File: src/rtl/match_ctrl_if.sv
// Signal bundle between the match controller and the game datapath:
// button/collision events in, state, scores and ball control out.
interface match_ctrl_if;
    logic       start;
    logic       frame_tick;
    logic       miss_left;
    logic       miss_right;
    logic [2:0] state;
    logic [3:0] score_left;
    logic [3:0] score_right;
    logic       score_pulse_left;
    logic       score_pulse_right;
    logic       ball_enable;
    logic       ball_reset;
    logic       serve_dir;
    logic       game_over;
    logic       winner;

    modport master (
        output start, frame_tick, miss_left, miss_right,
        input  state, score_left, score_right, score_pulse_left, score_pulse_right,
               ball_enable, ball_reset, serve_dir, game_over, winner
    );

    modport slave (
        input  start, frame_tick, miss_left, miss_right,
        output state, score_left, score_right, score_pulse_left, score_pulse_right,
               ball_enable, ball_reset, serve_dir, game_over, winner
    );
endinterface

File: src/rtl/match_ctrl.sv
// Pong match sequencer: IDLE -> SERVE -> PLAY -> POINT/OVER, with frame-timed
// serve and point pauses, score keeping and fully registered outputs.
module match_ctrl #(
    parameter int WIN_SCORE    = 9,
    parameter int SERVE_FRAMES = 60,
    parameter int POINT_FRAMES = 90
) (
    input  logic         clk,
    input  logic         reset,
    match_ctrl_if.slave  bus
);

    typedef enum logic [2:0] {
        IDLE  = 3'd0,
        SERVE = 3'd1,
        PLAY  = 3'd2,
        POINT = 3'd3,
        OVER  = 3'd4
    } state_t;

    localparam logic [3:0] WIN_PTS    = 4'(WIN_SCORE);
    localparam logic [7:0] SERVE_LOAD = 8'(SERVE_FRAMES);
    localparam logic [7:0] POINT_LOAD = 8'(POINT_FRAMES);

    state_t     state_q, state_d;
    logic [7:0] cnt_q, cnt_d;
    logic [3:0] score_l_q, score_l_d;
    logic [3:0] score_r_q, score_r_d;
    logic       pulse_l_q, pulse_l_d;
    logic       pulse_r_q, pulse_r_d;
    logic       serve_dir_q, serve_dir_d;
    logic       winner_q, winner_d;
    logic       ball_enable_q, ball_reset_q, game_over_q;
    logic       start_q;
    logic       start_evt;

    assign start_evt = bus.start & ~start_q;

    // NOTE: every signal written here gets a default first, so no path leaves it
    // unassigned and no latch is inferred.
    always_comb begin
        state_d     = state_q;
        cnt_d       = cnt_q;
        score_l_d   = score_l_q;
        score_r_d   = score_r_q;
        pulse_l_d   = 1'b0;
        pulse_r_d   = 1'b0;
        serve_dir_d = serve_dir_q;
        winner_d    = winner_q;

        case (state_q)
            IDLE: begin
                if (start_evt) begin
                    state_d   = SERVE;
                    score_l_d = '0;
                    score_r_d = '0;
                    cnt_d     = SERVE_LOAD;
                end
            end
            SERVE: begin
                if (bus.frame_tick) begin
                    cnt_d = cnt_q - 8'd1;
                    if (cnt_q == 8'd1) state_d = PLAY;
                end
            end
            PLAY: begin
                if (bus.miss_left && bus.miss_right) begin
                    // Both paddles missed in one clock: replay the point.
                    state_d = POINT;
                    cnt_d   = POINT_LOAD;
                end else if (bus.miss_right) begin
                    score_l_d   = score_l_q + 4'd1;
                    pulse_l_d   = 1'b1;
                    serve_dir_d = 1'b0;
                    if (score_l_q + 4'd1 == WIN_PTS) begin
                        state_d  = OVER;
                        winner_d = 1'b0;
                    end else begin
                        state_d = POINT;
                        cnt_d   = POINT_LOAD;
                    end
                end else if (bus.miss_left) begin
                    score_r_d   = score_r_q + 4'd1;
                    pulse_r_d   = 1'b1;
                    serve_dir_d = 1'b1;
                    if (score_r_q + 4'd1 == WIN_PTS) begin
                        state_d  = OVER;
                        winner_d = 1'b1;
                    end else begin
                        state_d = POINT;
                        cnt_d   = POINT_LOAD;
                    end
                end
            end
            POINT: begin
                if (bus.frame_tick) begin
                    cnt_d = cnt_q - 8'd1;
                    if (cnt_q == 8'd1) begin
                        state_d = SERVE;
                        cnt_d   = SERVE_LOAD;
                    end
                end
            end
            OVER: begin
                if (start_evt) begin
                    state_d     = SERVE;
                    score_l_d   = '0;
                    score_r_d   = '0;
                    serve_dir_d = 1'b0;
                    cnt_d       = SERVE_LOAD;
                end
            end
            default: state_d = IDLE;
        endcase
    end

    // NOTE: state registers use non-blocking assignments so every flop samples
    // the pre-edge values regardless of statement order.
    always_ff @(posedge clk) begin
        if (reset) begin
            state_q       <= IDLE;
            cnt_q         <= '0;
            score_l_q     <= '0;
            score_r_q     <= '0;
            pulse_l_q     <= 1'b0;
            pulse_r_q     <= 1'b0;
            serve_dir_q   <= 1'b0;
            winner_q      <= 1'b0;
            ball_enable_q <= 1'b0;
            ball_reset_q  <= 1'b0;
            game_over_q   <= 1'b0;
            start_q       <= 1'b1;
        end else begin
            state_q       <= state_d;
            cnt_q         <= cnt_d;
            score_l_q     <= score_l_d;
            score_r_q     <= score_r_d;
            pulse_l_q     <= pulse_l_d;
            pulse_r_q     <= pulse_r_d;
            serve_dir_q   <= serve_dir_d;
            winner_q      <= winner_d;
            // Decodes come from the next state so they line up with the state output.
            ball_enable_q <= (state_d == PLAY);
            ball_reset_q  <= (state_d == SERVE);
            game_over_q   <= (state_d == OVER);
            start_q       <= bus.start;
        end
    end

    assign bus.state             = state_q;
    assign bus.score_left        = score_l_q;
    assign bus.score_right       = score_r_q;
    assign bus.score_pulse_left  = pulse_l_q;
    assign bus.score_pulse_right = pulse_r_q;
    assign bus.ball_enable       = ball_enable_q;
    assign bus.ball_reset        = ball_reset_q;
    assign bus.serve_dir         = serve_dir_q;
    assign bus.game_over         = game_over_q;
    assign bus.winner            = winner_q;

endmodule
File: src/flat_wrapper.sv
// flat-port wrapper written by rule: the top's interface ports become plain ports
module match_ctrl_flat 
#(
    parameter int WIN_SCORE    = 9,
    parameter int SERVE_FRAMES = 60,
    parameter int POINT_FRAMES = 90
)
  (clk, reset, bus_start, bus_frame_tick, bus_miss_left, bus_miss_right, bus_state, bus_score_left, bus_score_right, bus_score_pulse_left, bus_score_pulse_right, bus_ball_enable, bus_ball_reset, bus_serve_dir, bus_game_over, bus_winner);
  match_ctrl_if bus_i ();
  input  logic clk;
  input  logic reset;
  input wire logic [$bits(bus_i.start)-1:0] bus_start;
  input wire logic [$bits(bus_i.frame_tick)-1:0] bus_frame_tick;
  input wire logic [$bits(bus_i.miss_left)-1:0] bus_miss_left;
  input wire logic [$bits(bus_i.miss_right)-1:0] bus_miss_right;
  output wire logic [$bits(bus_i.state)-1:0] bus_state;
  output wire logic [$bits(bus_i.score_left)-1:0] bus_score_left;
  output wire logic [$bits(bus_i.score_right)-1:0] bus_score_right;
  output wire logic [$bits(bus_i.score_pulse_left)-1:0] bus_score_pulse_left;
  output wire logic [$bits(bus_i.score_pulse_right)-1:0] bus_score_pulse_right;
  output wire logic [$bits(bus_i.ball_enable)-1:0] bus_ball_enable;
  output wire logic [$bits(bus_i.ball_reset)-1:0] bus_ball_reset;
  output wire logic [$bits(bus_i.serve_dir)-1:0] bus_serve_dir;
  output wire logic [$bits(bus_i.game_over)-1:0] bus_game_over;
  output wire logic [$bits(bus_i.winner)-1:0] bus_winner;
  assign bus_i.start = bus_start;
  assign bus_i.frame_tick = bus_frame_tick;
  assign bus_i.miss_left = bus_miss_left;
  assign bus_i.miss_right = bus_miss_right;
  assign bus_state = bus_i.state;
  assign bus_score_left = bus_i.score_left;
  assign bus_score_right = bus_i.score_right;
  assign bus_score_pulse_left = bus_i.score_pulse_left;
  assign bus_score_pulse_right = bus_i.score_pulse_right;
  assign bus_ball_enable = bus_i.ball_enable;
  assign bus_ball_reset = bus_i.ball_reset;
  assign bus_serve_dir = bus_i.serve_dir;
  assign bus_game_over = bus_i.game_over;
  assign bus_winner = bus_i.winner;
  match_ctrl #(.WIN_SCORE(WIN_SCORE), .SERVE_FRAMES(SERVE_FRAMES), .POINT_FRAMES(POINT_FRAMES)) u_core (.clk(clk), .reset(reset), .bus(bus_i));
endmodule
File: config.mk
export PLATFORM = sky130hd
export DESIGN_NAME = match_ctrl_flat
export DESIGN_NICKNAME = d
export VERILOG_FILES = /design/src/rtl/match_ctrl_if.sv /design/src/rtl/match_ctrl.sv /design/src/flat_wrapper.sv
export SDC_FILE = /design/constraint.sdc
export NUM_CORES = 1
export LEC_CHECK = 0
export ABC_AREA = 1
export CAP_MARGIN = 20
export CORE_MARGIN = 2
export CORE_UTILIZATION = 33
export CTS_CLUSTER_DIAMETER = 100
export DETAILED_ROUTE_END_ITERATION = 7
export GPL_TIMING_DRIVEN = 1
export SLEW_MARGIN = 30
export SYNTH_ARGS = -nofsm -noshare
export SYNTH_HDL_FRONTEND = slang
export SYNTH_SLANG_ARGS = --single-unit
File: constraint.sdc
create_clock -name clk -period 4.1 [get_ports clk]
set_clock_uncertainty 0.15 [all_clocks]
set_input_delay 0.82 -clock clk [delete_from_list [all_inputs] [get_ports clk]]
set_output_delay 0.82 -clock clk [all_outputs]
set_load 0.05 [all_outputs]
==> qor.yml <==
run_status:
  status: "finished, final reports clean"
final_layout:
  nets: 257
  nFillCells: 486
  drive_above_1_share: 0.09836
  n_antenna_cell: 0
  area_growth_pct: 20.24
  final_core_util: 0.4192
  multi_input_area_sq_um: 845.8
  ff_latch_area_sq_um: 540.5
  final_common_cell: "nand2_1"
  layout_common_cells: "50 x nand2_1, 27 x dfxtp_1, 25 x inv_1, 25 x nor2_1, 23 x clkdlybuf4s50_1"
synth:
  synth_xor_area_frac: 0.02846
  synthAdderAreaFrac: 0.04878
  synthFlopType: "dfxtp_1"
  synth_area_leaders: "dfxtp_1 35%, nand2_1 12%, inv_1 6.1%"
  synthMuxAreaShare: 0
  synth_compound_area_frac: 0.1415
  ys_warn_count: 0
  synth_nets: 233
  synth-simple-area-share: 0.3309
  ys_ff_latch: 27
  ys_types: 31
  netlist_instances: 221
  synthesis.area_sq_um: 1539
  yosysSeqAreaShare: 0.3512
  async_flop_share: 0
  synth_top_cell_by_area: "dfxtp_1"
  netlist.area_leader.share: 0.3512
  synth_top_family_by_area: "simple AND/OR/NAND/NOR gates"
  synth_edf_count: 0
  avgSynthCellArea_sq_um: 6.964
global_routing:
  antenna_found_initial: 0
  grt_pass1_vias: 1422
  grt.total_usage: 0.1440
  grt_max_degree: 23
  grt_overflow: 0
  grt_pass1_wl_microns: 6085
placement:
  io_buffers: 23
  dp_hpwl_microns: 2581
  gp_congestion: 0.8059
clock_tree:
  holdBufCountCts: 0
  cts_setup_buffers: 0
  cts.htree.levels: 1
  cts_buffer_depth: 2
  cts_buffers: 3
  cts_tree: "done"
  insertion_delay_ps: 270
  cts_root_buffer: "clkbuf_8"
  clock-sinks: 27
  post_cts_resized: 0
  clk_pin_slew_ps: 100
setup_path:
  crit_type: "reg2out"
  reg2reg_slack_ps: 2140
  critPathRequiredTime_ps: 3130
  cpMaxStageDelayCell: "clkdlybuf4s50_1"
  rr_worst_depth: 8
  cpPeakStageDelay_ps: 860
  startpoint_type: "flop"
  cp_cell_sequence: "clkdlybuf4s50_1"
  reg2reg_from: "u_core.bus.state[0]"
  worstPathMaxFanout: 7
  r2r_end: "u_core.cnt_q[5]"
  path_buf_inv: 1
  end_kind: "output pin"
  crit_start: "u_core.bus.state[0]"
  critPathTopFamily: "buffers and inverters"
  worstPathArrival_ps: 1640
min_path:
  holdPathStages: 2
  min_from: "u_core.bus.serve_dir"
  hold_end: "u_core.bus.serve_dir"
  hold_class: "reg2reg"
route:
  vias: 1455
  wl_per_cell_microns: 11.38
  ant_nets: 0
  first_pass_iters: 4
  routed_wl_microns: 3368
  drtIter0Drc: 90
  avgViaCountPerCell: 4.916
  drc: 0
power:
  total_leakage_power_nw: 0.7991
  power_density_nw_per_um2: 306.8
  peakVddDrop_v: 0.0001460
timing:
  fin_crit_sh: 0.6371
  clock.fmax_mhz: 382.9
  hold_viol: 0
  period_minus_slack_ps: 2612
  max_slew_margin: 0.4592
  whs_ps: 326.3
  finalMaxSlewViolations: 0
  rsz0062_at_grt: "false"
  finalSetupTns_ps: 0
  worstMarginPinSlew_ps: 808.7
  final-setup-viol-count: 0
floorplan:
  die_h_microns: 72.29
  start_util: 0.3486
  die_area_sq_um: 5226
  dieWidth_microns: 72.29
  fp-row-count: 24
  core_sq_um: 4414
  io_pins: 24
job:
  drv_cap: 0
-- synthesized netlist by cell type (all sizes together) (2+ instances only) --
| cell | instances |
|---|---|
| clkbuf | 2 |
| nand2 | 53 |
| ha | 6 |
| o22ai | 2 |
| o21bai | 2 |
| xnor2 | 2 |
| o21ai | 9 |
| xor2 | 3 |
| nor2 | 30 |
| a21oi | 15 |
| dfxtp | 27 |
| nand3 | 19 |
| a22oi | 3 |
| inv | 32 |
| a211oi | 3 |
| buf | 2 |
| nand4 | 6 |
-- layer usage --
metal,GRT usage,wire (microns)
met5,0,0
met4,0.05870,46
met3,0.01944,84
met2,0.2345,1484
met1,0.1918,1751
-- cell type report --
| class | instances | area share |
|---|---|---|
| multi-input cells | 158 | 0.4571 |
| flip-flops and latches | 27 | 0.2921 |
| repair buffers | 23 | 0.1244 |
| inverters | 32 | 0.06626 |
| well taps | 52 | 0.03516 |
| clock buffers | 3 | 0.02231 |
| clock inverters | 1 | 0.002705 |
-- flip-flops by register name (all words and copies together), names as in the netlist, 3 cells and up --
| name | cells |
|---|---|
| u_core.bus.score_left | 4 |
| u_core.cnt_q | 8 |
| u_core.bus.state | 3 |
| u_core.bus.score_right | 4 |
-- power breakdown --
group | switching, W | internal [W] | total (W)
Sequential | 0.0000130 | 0.000274 | 0.000287
Clock | 0.0000850 | 0.0000681 | 0.000153
Combinational | 0.0000803 | 0.0000475 | 0.000128
Total | 0.000178 | 0.000390 | 0.000568
-- kinds of logic (layout without fill, tap and decap cells) --
family	count (synthesis)	count (layout)
DFF	27	27
and+or+nand+nor	112	112
xor gates and xnor gates	5	5
AOI/OAI and AO/OA	35	35
adders and majority gates	6	6
buffers and inverters	36	59
-- per-stage QoR --
stage                     cells  setup WS [ps]  cell area (sq um)  total power (W)
after CTS                   296           1474               1851        0.0005733
final                       296           1488               1851        0.0005678
after global routing        296           1429               1851        0.0006056
after floorplan             221           2141               1539        0.0003905
after global placement      292           1445               1804        0.0004193
after detailed placement    292           1414               1804        0.0004202
-- how the worst max path moves through the flow --
stage / depth (start not counted) / slack, ps / end
floorplan: 10 / 2140 / u_core.cnt_q[7]
global route: 1 / 1430 / bus_state[0]
detailed placement: 9 / 1410 / u_core.cnt_q[5]
finish: 1 / 1490 / bus_state[0]
global placement: 9 / 1440 / u_core.cnt_q[2]
CTS: 1 / 1470 / bus_state[0]
No activity file was read; power rests on OpenSTA's default activity.
